<file path="config.mk">
export PLATFORM = sky130hd
export DESIGN_NAME = ges_event_queue_flat
export DESIGN_NICKNAME = d
export VERILOG_FILES = /design/src/rtl/ges_event_queue_if.sv /design/src/rtl/ges_event_queue.sv /design/src/flat_wrapper.sv
export SDC_FILE = /design/constraint.sdc
export NUM_CORES = 1
export LEC_CHECK = 0
export CAP_MARGIN = 25
export CELL_PAD_IN_SITES_DETAIL_PLACEMENT = 0
export CELL_PAD_IN_SITES_GLOBAL_PLACEMENT = 1
export CORE_UTILIZATION = 41
export DETAILED_ROUTE_END_ITERATION = 16
export PLACE_DENSITY_LB_ADDON = 0.1
export SLEW_MARGIN = 0
export SYNTH_ARGS = -nofsm -noshare
export SYNTH_HDL_FRONTEND = slang
export SYNTH_SLANG_ARGS = --single-unit
</file>
<file path="constraint.sdc">
create_clock -name sys_clk -period 3 [get_ports sys_clk]
set_clock_uncertainty 0.1 [all_clocks]
set_input_delay 0.45 -clock sys_clk [delete_from_list [all_inputs] [get_ports sys_clk]]
set_output_delay 0.45 -clock sys_clk [all_outputs]
set_load 0.01 [all_outputs]
</file>
<file path="src/rtl/ges_event_queue_if.sv">
// Gesture event queue bus: raw gesture samples and display control in,
// buffered event pop port, status and LED indication out.
// master = producer/consumer side, slave = the event queue itself.
interface ges_event_queue_if #(
  parameter int GES_W      = 8,
  parameter int FIFO_DEPTH = 8,
  parameter int LED_W      = 4,
  localparam int CODE_W    = $clog2(GES_W),
  localparam int CNT_W     = $clog2(FIFO_DEPTH) + 1
);
  logic              ges_valid;
  logic [GES_W-1:0]  ges_flags;
  logic              disp_mode;
  logic              clr_ovf;
  logic              evt_ready;
  logic              evt_valid;
  logic [CODE_W-1:0] evt_code;
  logic [CNT_W-1:0]  fifo_cnt;
  logic              overflow;
  logic [LED_W-1:0]  led;

  modport master (
    output ges_valid, ges_flags, disp_mode, clr_ovf, evt_ready,
    input  evt_valid, evt_code, fifo_cnt, overflow, led
  );

  modport slave (
    input  ges_valid, ges_flags, disp_mode, clr_ovf, evt_ready,
    output evt_valid, evt_code, fifo_cnt, overflow, led
  );
endinterface

</file>
<file path="src/rtl/ges_event_queue.sv">
// Gesture event queue: encodes raw gesture flag samples into event codes
// (index of lowest set flag), buffers them in a first-word-fall-through
// FIFO with a valid/ready pop port, and shows the last accepted gesture
// on the LEDs for HOLD_CYC cycles.
// Optional build macro GES_DEDUP_EN: while the LED is showing a code, a
// repeat of that same code only extends the display and is not queued.
// The interface instance must be built with the same GES_W, FIFO_DEPTH
// and LED_W as this module.
module ges_event_queue #(
  parameter int GES_W      = 8,
  parameter int FIFO_DEPTH = 8,
  parameter int LED_W      = 4,
  parameter int HOLD_CYC   = 50_000_000,
  localparam int CODE_W    = $clog2(GES_W)
) (
  input logic              sys_clk,
  input logic              sys_rst,
  ges_event_queue_if.slave bus
);

  localparam int PTR_W = $clog2(FIFO_DEPTH);
  localparam int CNT_W = PTR_W + 1;
  localparam int TMR_W = $clog2(HOLD_CYC);

  typedef enum logic {IDLE = 1'b0, SHOW = 1'b1} led_state_t;

  // FIFO state
  logic [CODE_W-1:0] mem_q [FIFO_DEPTH];
  logic [PTR_W-1:0]  wr_ptr_q, wr_ptr_d;
  logic [PTR_W-1:0]  rd_ptr_q, rd_ptr_d;
  logic [CNT_W-1:0]  cnt_q, cnt_d;
  logic              ovf_q, ovf_d;

  // LED FSM state
  led_state_t        state_q;
  logic [CODE_W-1:0] led_code_q;
  logic [TMR_W-1:0]  timer_q;

  // Datapath decisions
  logic [CODE_W-1:0] code_enc;
  logic              evt_hit;
  logic              dup;
  logic              push_req;
  logic              push_ok;
  logic              pop;
  logic              drop;
  logic              full;
  logic              not_empty;
  logic [LED_W-1:0]  led_dec;

  // Priority encoder: scan high to low so the lowest set flag wins.
  // NOTE: every always_comb output gets a default first so no latch is inferred.
  always_comb begin
    code_enc = '0;
    for (int i = GES_W - 1; i >= 0; i--) begin
      if (bus.ges_flags[i]) code_enc = CODE_W'(i);
    end
  end

  assign evt_hit = bus.ges_valid && (bus.ges_flags != '0);

`ifdef GES_DEDUP_EN
  // A repeat of the code currently on display only extends the display.
  assign dup = (state_q == SHOW) && (code_enc == led_code_q);
`else
  assign dup = 1'b0;
`endif

  assign not_empty = (cnt_q != '0);
  assign full      = (cnt_q == CNT_W'(FIFO_DEPTH));
  assign pop       = not_empty && bus.evt_ready;
  assign push_req  = evt_hit && !dup;
  // A pop in the same cycle frees the slot, so a full FIFO still accepts.
  assign push_ok   = push_req && (!full || pop);
  assign drop      = push_req && full && !pop;

  // Next-state for pointers, occupancy and sticky overflow.
  always_comb begin
    wr_ptr_d = wr_ptr_q;
    rd_ptr_d = rd_ptr_q;
    cnt_d    = cnt_q;
    ovf_d    = ovf_q;
    if (push_ok) wr_ptr_d = wr_ptr_q + 1'b1;
    if (pop)     rd_ptr_d = rd_ptr_q + 1'b1;
    case ({push_ok, pop})
      2'b10:   cnt_d = cnt_q + 1'b1;
      2'b01:   cnt_d = cnt_q - 1'b1;
      default: cnt_d = cnt_q;
    endcase
    // Set has priority over clear when both land in the same cycle.
    if (drop)             ovf_d = 1'b1;
    else if (bus.clr_ovf) ovf_d = 1'b0;
  end

  // FIFO control registers with synchronous reset.
  // NOTE: sequential state uses non-blocking assignments so every register samples pre-edge values.
  always_ff @(posedge sys_clk) begin
    if (sys_rst) begin
      wr_ptr_q <= '0;
      rd_ptr_q <= '0;
      cnt_q    <= '0;
      ovf_q    <= 1'b0;
    end else begin
      wr_ptr_q <= wr_ptr_d;
      rd_ptr_q <= rd_ptr_d;
      cnt_q    <= cnt_d;
      ovf_q    <= ovf_d;
    end
  end

  // FIFO storage write.
  // NOTE: the storage array has no reset; stale entries are never visible because evt_code is gated by occupancy.
  always_ff @(posedge sys_clk) begin
    if (push_ok) mem_q[wr_ptr_q] <= code_enc;
  end

  // LED FSM: latch the last accepted code and hold it for HOLD_CYC cycles.
  always_ff @(posedge sys_clk) begin
    if (sys_rst) begin
      state_q    <= IDLE;
      led_code_q <= '0;
      timer_q    <= '0;
    end else begin
      case (state_q)
        IDLE: begin
          if (evt_hit) begin
            led_code_q <= code_enc;
            timer_q    <= TMR_W'(HOLD_CYC - 1);
            state_q    <= SHOW;
          end
        end
        SHOW: begin
          if (evt_hit) begin
            led_code_q <= code_enc;
            timer_q    <= TMR_W'(HOLD_CYC - 1);
          end else if (timer_q == '0) begin
            state_q <= IDLE;
          end else begin
            timer_q <= timer_q - 1'b1;
          end
        end
        default: state_q <= IDLE;
      endcase
    end
  end

  // LED decode: one-hot of (code mod LED_W) or binary code, chosen live by disp_mode.
  always_comb begin
    logic [31:0] code_ext;
    code_ext = 32'(led_code_q);
    led_dec  = '0;
    for (int i = 0; i < LED_W; i++) begin
      if (bus.disp_mode) led_dec[i] = code_ext[i];
      else               led_dec[i] = ((code_ext % 32'(LED_W)) == 32'(i));
    end
  end

  assign bus.evt_valid = not_empty;
  assign bus.evt_code  = not_empty ? mem_q[rd_ptr_q] : '0;
  assign bus.fifo_cnt  = cnt_q;
  assign bus.overflow  = ovf_q;
  assign bus.led       = (state_q == SHOW) ? led_dec : '0;

endmodule

</file>
<file path="src/flat_wrapper.sv">
// flat-port wrapper written by rule: the top's interface ports become plain ports
module ges_event_queue_flat 
#(
  parameter int GES_W      = 8,
  parameter int FIFO_DEPTH = 8,
  parameter int LED_W      = 4,
  parameter int HOLD_CYC   = 50_000_000,
  localparam int CODE_W    = $clog2(GES_W)
)
  (sys_clk, sys_rst, bus_ges_valid, bus_ges_flags, bus_disp_mode, bus_clr_ovf, bus_evt_ready, bus_evt_valid, bus_evt_code, bus_fifo_cnt, bus_overflow, bus_led);
  ges_event_queue_if #(.GES_W(GES_W), .FIFO_DEPTH(FIFO_DEPTH), .LED_W(LED_W)) bus_i ();
  input logic sys_clk;
  input logic sys_rst;
  input wire logic [$bits(bus_i.ges_valid)-1:0] bus_ges_valid;
  input wire logic [$bits(bus_i.ges_flags)-1:0] bus_ges_flags;
  input wire logic [$bits(bus_i.disp_mode)-1:0] bus_disp_mode;
  input wire logic [$bits(bus_i.clr_ovf)-1:0] bus_clr_ovf;
  input wire logic [$bits(bus_i.evt_ready)-1:0] bus_evt_ready;
  output wire logic [$bits(bus_i.evt_valid)-1:0] bus_evt_valid;
  output wire logic [$bits(bus_i.evt_code)-1:0] bus_evt_code;
  output wire logic [$bits(bus_i.fifo_cnt)-1:0] bus_fifo_cnt;
  output wire logic [$bits(bus_i.overflow)-1:0] bus_overflow;
  output wire logic [$bits(bus_i.led)-1:0] bus_led;
  assign bus_i.ges_valid = bus_ges_valid;
  assign bus_i.ges_flags = bus_ges_flags;
  assign bus_i.disp_mode = bus_disp_mode;
  assign bus_i.clr_ovf = bus_clr_ovf;
  assign bus_i.evt_ready = bus_evt_ready;
  assign bus_evt_valid = bus_i.evt_valid;
  assign bus_evt_code = bus_i.evt_code;
  assign bus_fifo_cnt = bus_i.fifo_cnt;
  assign bus_overflow = bus_i.overflow;
  assign bus_led = bus_i.led;
  ges_event_queue #(.GES_W(GES_W), .FIFO_DEPTH(FIFO_DEPTH), .LED_W(LED_W), .HOLD_CYC(HOLD_CYC)) u_core (.sys_clk(sys_clk), .sys_rst(sys_rst), .bus(bus_i));
endmodule
</file>
# Yosys cells after proc, flatten, opt, wreduce, memory -nomap -nowiden
# Memory sizes are Yosys's and may differ from the RTL's. A register that Yosys moved wholly into a read port is not among the register bits.
# Cells that the tools add are included.
# op_classes
add_sub_neg	5
n_eq_ne	8
n_mux	30
bitwise	1
reduce_logical	15
# ops
op	n
26-bit 2-to-1 mux	3
26-bit one-hot mux with 2 select lines	1
3-bit 2-to-1 mux	12
32-bit logical NOT	1
26-bit logical NOT	1
26-bit by 1-bit subtractor with 26-bit output, second input constant	1
1-bit 2-to-1 mux	11
4-bit one-hot mux with 2 select lines	1
8-bit nonzero test	1
3-bit by 1-bit adder with 3-bit output, second input constant	2
2-bit == test, second input constant	3
1-bit logical AND	5
4-bit by 1-bit adder with 4-bit output, second input constant	1
2-bit by 1-bit == test with 1-bit output, second input constant	2
4-bit == test, second input constant	1
4-bit 2-to-1 mux	1
2-bit nonzero test	2
4-bit nonzero test	1
4-bit by 1-bit subtractor with 4-bit output, second input constant	1
3-bit inequality test, second input constant	1
1-bit logical NOT	2
2-bit by 1-bit inequality test with 1-bit output, second input constant	1
1-bit one-hot mux with 2 select lines	1
2-bit AND reduction	1
2 further kinds	2
# word_totals
ff_bits	41
mem_bits_rw	24
inputBits	14
elab_cells	67
memories	1
# memory_table
memory	depth	width	read_ports	rd_clocked_by_memory_dff	wr	line_no	rtl
u_core.mem_q	8	3	1	1	1	ges_event_queue.sv:28	logic [CODE_W-1:0] mem_q [FIFO_DEPTH];

# Depth between registers and ports, before layout
# depth
depth_word	9
mapped_depth	13

# Least setup slack after synthesis
# OpenSTA, ideal clock, no wires.
# synth_timing
path_type	input port to flip-flop
start	input bus_ges_flags[4]
end	register u_core.cnt_q[3], in the netlist u_core.bus.fifo_cnt[3]
setup_ns	0.121
arrival_ns	2.646
required_ns	2.779
path_slack_ns	0.133
path_stages	10
n_path_buf	0
cell_sequence	or4_1 o21ai_1 nand2_1 inv_1 ha_1 a21o_1 a21oi_1 nor3_1 a21oi_1 mux2_2
# synth_via
elab_chain_cells	5
elab_cells_between_ends	7
classes_between	2 x eq/ne; 1 x mux; 4 x reduce/logical
# synth_rtl
item	line_no	rtl
from (decl)	flat_wrapper.sv:15	input wire logic [$bits(bus_i.ges_flags)-1:0] bus_ges_flags;
8-bit nonzero test (*)	ges_event_queue.sv:60	assign evt_hit = bus.ges_valid && (bus.ges_flags != '0);
1-bit logical AND (*)	ges_event_queue.sv:60	
1-bit logical AND (*)	ges_event_queue.sv:74	assign push_ok = push_req && (!full || pop);
2-bit by 1-bit == test with 1-bit output / 2-bit == test (equally long branches)	ges_event_queue.sv:85	case ({push_ok, pop})
4-bit one-hot mux with 2 select lines / 2-bit nonzero test (equally long branches)	n/a	
to (signal assigned)	ges_event_queue.sv:106	cnt_q <= cnt_d;
to (decl)	ges_event_queue.sv:31	logic [CNT_W-1:0] cnt_q, cnt_d;
# Every way passes the cells marked *; elsewhere a longest branch is shown, timed or not.
# A chain may end at the register's enable or synchronous reset.

# Worst setup path after layout
# layout_timing
start	input bus_ges_flags[5]
end	register u_core.cnt_q[3], in the netlist u_core.bus.fifo_cnt[3]
# Same word-level chain as after synthesis.

==> metrics.log <==
INFO  metric status = completed
INFO  metric setup.worst_path.end_class = flop
INFO  metric synth_seq_cells = 68
INFO  metric required = 3.14 ns
INFO  metric grt_remaining_overflow = 0
INFO  metric synth_edf_count = 24
INFO  metric crit_path_top_delay_cell = or4_1
INFO  metric wl = around 7000 microns
INFO  metric first_pass_iters = 4
INFO  metric start_util = a little over two fifths
INFO  metric finalCoreUtilization = 51.3%
INFO  metric synth_area_per_cell = 10.4 sq um
INFO  metric critPathBufInv = 2
INFO  metric port_buffers = 26
INFO  metric cp_max_fo = 3
INFO  metric power_density = 650 nW/um^2
INFO  metric root_buffer = clkbuf_8
INFO  metric postSynthNetCount = ~330
INFO  metric via_per_inst = 5.29
INFO  metric setup-violations-final = 0
INFO  metric worstHoldEndpoint = u_core.timer_q[12]
INFO  metric avgRoutedWirePerCell = 15.0 microns
INFO  metric crit_family = simple AND/OR/NAND/NOR gates
INFO  metric post_synth_xor_area_fraction = 4.04%
INFO  metric h-tree-depth = 3
INFO  metric final_critical_path_setup_slack = 0.172 ns
INFO  metric dominant_combinational_cell_family_by_area_after_synthesis = simple AND/OR/NAND/NOR gates
INFO  metric hp-start = u_core.timer_q[12]
INFO  metric total_leakage_power = ~1.4 nW
INFO  metric most_common_cell_after_layout_fill_and_taps_aside = dfxtp_1
INFO  metric min-delay-path-class = reg2reg
INFO  metric synth.area.mux_share = under 10%
INFO  metric boundaryPins = 27
INFO  metric synth_warnings = 0
INFO  metric grt.total_usage = 18.5%
INFO  metric synth.lib_cells_used.distinct = 51
INFO  metric relSlewSlack = 53.6%
INFO  metric die_h = 91.1 microns
INFO  metric initialDrtViolationCount = 131
INFO  metric ys.flop_type = dfxtp_1
INFO  metric dp_slack = -0.217 ns
INFO  metric synthAdderAreaFrac = 2.54%
INFO  metric cp_slowest_stage_delay = 0.58 ns
INFO  metric final_critical_path_time_including_i_o_delays_and_setup = 2.83 ns
INFO  metric grt_max_degree = 38
INFO  metric antenna_found_initial = 0
INFO  metric seq_area_frac_synth = 49.2%
INFO  metric cpMostUsedCell = a21oi_1
INFO  metric timing_worst_setup_path_type = in2reg
INFO  metric achievable-frequency = 354 MHz
INFO  metric path_clk_slew = 0.08 ns
INFO  metric numCtsBuffers = 9
INFO  metric detailedPlacementHpwl = 5000 microns
INFO  metric synth_compound_gate_area_share = around an eighth
INFO  metric drc_errors = 0
INFO  metric detail-route-antenna-nets = 0
INFO  metric cp.arrival = 2.97 ns
INFO  metric hold_viol = 0
INFO  metric drive_gt1_share = 17.2%
INFO  metric cts.sinks = 68
INFO  metric final_design_area_no_fill = 3940 sq um
INFO  metric most-common-layout-cells = 44 x dfxtp_1, 35 x nor2_1, 27 x a21oi_1
INFO  metric clock_insertion_delay_worst_skew = 0.34 ns
INFO  metric final_min_period_over_clock_period = between 90% and 100%
INFO  metric antenna-diode-count = 0
INFO  metric postSynth.asyncResetShare = 0%
INFO  metric timing.reg2reg.worst_path_depth = 12
INFO  metric reg2reg_slack = 0.26 ns
INFO  metric hold_depth = 2
INFO  metric fp.coreArea = ~7700 sq um
INFO  metric ir_drop = ~0.00032 V
INFO  metric wire_length_of_the_first_global_routing_pass = 12000 microns
INFO  metric post_synth_instance_area = 3250 sq um
INFO  metric grt_setup_unrepaired = false
INFO  metric timing.setup.tns = 0 ns
INFO  metric die_x = just over 90 microns
INFO  metric routabilityCongestion = approximately 0.82
INFO  metric dr_total_vias = 2476
INFO  metric fin_nets = between 300 and 400
INFO  metric worst_pin_slew = 0.692 ns
INFO  metric drv_slew = 0
INFO  metric number_of_global_route_vias_before_repair = approximately 2500
INFO  metric place_area = 3730 sq um
INFO  metric r2r_start = u_core.bus.fifo_cnt[2]
INFO  metric cts_tree = built
INFO  metric drv_cap = 0
INFO  metric setup.worst_path.start_class = input pin
INFO  metric post_synth_inst_count = 313
INFO  metric synth_simple_gate_area_share = 21.0%
INFO  metric cts-root-to-sink-buffers = 2
INFO  metric syn2layout_area_growth = 21.2%
INFO  metric die_area = 8290 sq um
INFO  metric power = approximately 2.6 mW
INFO  metric r2r-end = u_core.bus.fifo_cnt[3]
INFO  metric cell_breakdown_of_the_critical_path = clkdlybuf4s50_1, or4_1, o21ai_2, nand2_1, inv_1, ha_1, a21o_1, a21oi_1, nor3_1, a21oi_1, mux2_2
INFO  metric num_rows = 32
INFO  metric path_depth = 11
report_power, final:
group	internal [mW]	switching [mW]	total, mW
clock network	0.398	0.383	0.780
registers	1.03	0.0820	1.11
logic	0.363	0.307	0.671
total	1.79	0.772	2.56
final cells by class:
cell class	instances	area, sq um
clock buffer	9	124
clock inverter	7	83.8
fill	716	3750
inverter	11	41.3
multi-input combinational	221	1520
sequential	68	1600
tap	102	128
timing repair buffer	50	440
logic make-up after synthesis:
kind of cell | Yosys count
DFF | 68
muxes | 12
xor gates and xnor gates | 15
AOI/OAI and AO/OA | 65
buffers and inverters | 24
adders and majority gates | 6
and+or+nand+nor | 123
tightest hold or removal path, stage by stage (launching register included):
cell	delay [ns]
dfxtp_1	0.32
o41ai_1	0.06
a21oi_1	0.06
through the flow:
stage          hold WS [ns]  instances
6_report              0.386        468
5_1_grt               0.413        468
4_1_cts               0.381        468
3_5_place_dp          0.370        452
3_3_place_gp          0.363        452
2_1_floorplan         0.346        313
metal layers:
metal,track usage [%],up-vias,part of all wire [%],wire [microns]
met2,31.5,30,47,3330
li1,-,1277,-,-
met4,7.67,0,1.3,93
met5,0,-,0,0
met3,2.85,8,2.3,163
met1,23.5,1161,49,3450
registers in the layout (all words and copies together) (netlist names), named ones only:
name and flops:
u_core.led_code_q 3, u_core.bus.fifo_cnt 4, u_core.timer_q 26, u_core.bus.overflow 1, u_core.state_q 1, u_core.mem_q 24
u_core.wr_ptr_q 3, u_core.rd_ptr_q 3
how the worst max path moves through the flow:
stage                           from                      to  slack (ns)
detailed placement  bus_ges_flags[0]  u_core.bus.fifo_cnt[3]       -0.22
CTS                 bus_ges_flags[5]  u_core.bus.fifo_cnt[3]        0.15
global route        bus_ges_flags[5]  u_core.bus.fifo_cnt[3]        0.03
finish              bus_ges_flags[5]  u_core.bus.fifo_cnt[3]        0.17
floorplan           bus_ges_flags[4]  u_core.bus.fifo_cnt[3]        0.13
global placement    bus_ges_flags[0]  u_core.bus.fifo_cnt[3]       -0.13
synth_stat cells (2+ instances only):
library cell | n | area share, %
dfxtp_1 | 44 | 27
nor2_1 | 35 | 4.0
a21oi_1 | 27 | 4.2
edfxtp_1 | 24 | 22
nand2_1 | 15 | 1.7
xnor2_1 | 13 | 3.5
nor3_1 | 12 | 1.8
inv_1 | 11 | 1.3
a211oi_1 | 9 | 2.1
clkbuf_1 | 8 | 0.92
nor4_1 | 8 | 1.5
a31oi_1 | 7 | 1.3
nor3b_1 | 7 | 1.6
mux4_2 | 6 | 4.2
ha_1 | 5 | 1.9
mux2i_1 | 5 | 1.5
or3_1 | 5 | 0.96
or3_2 | 5 | 1.2
nand2b_1 | 4 | 0.77
nand4_1 | 4 | 0.77
nor2b_1 | 4 | 0.77
o31ai_1 | 4 | 0.92
o41ai_1 | 4 | 1.1
or2_2 | 4 | 0.77
buf_6 | 3 | 1.0
o21ai_0 | 3 | 0.46
or4_1 | 3 | 0.69
or4_2 | 3 | 0.81
a311oi_1 | 2 | 0.54
and2_0 | 2 | 0.38
and4_1 | 2 | 0.54
clkbuf_8 | 2 | 0.85
nand3_1 | 2 | 0.31
o21ai_1 | 2 | 0.31
or4_4 | 2 | 0.69
xor2_1 | 2 | 0.54
timing repair:
| action | 4_1_cts | 5_1_grt |
|---|---|---|
| hold buffers | 0 | 0 |
| setup buffers | 0 | 0 |
| resized for setup | 0 | 1 |
| endpoints found under the setup margin | 0 | 1 |
Note: power is estimated with default switching activity, not from simulation.
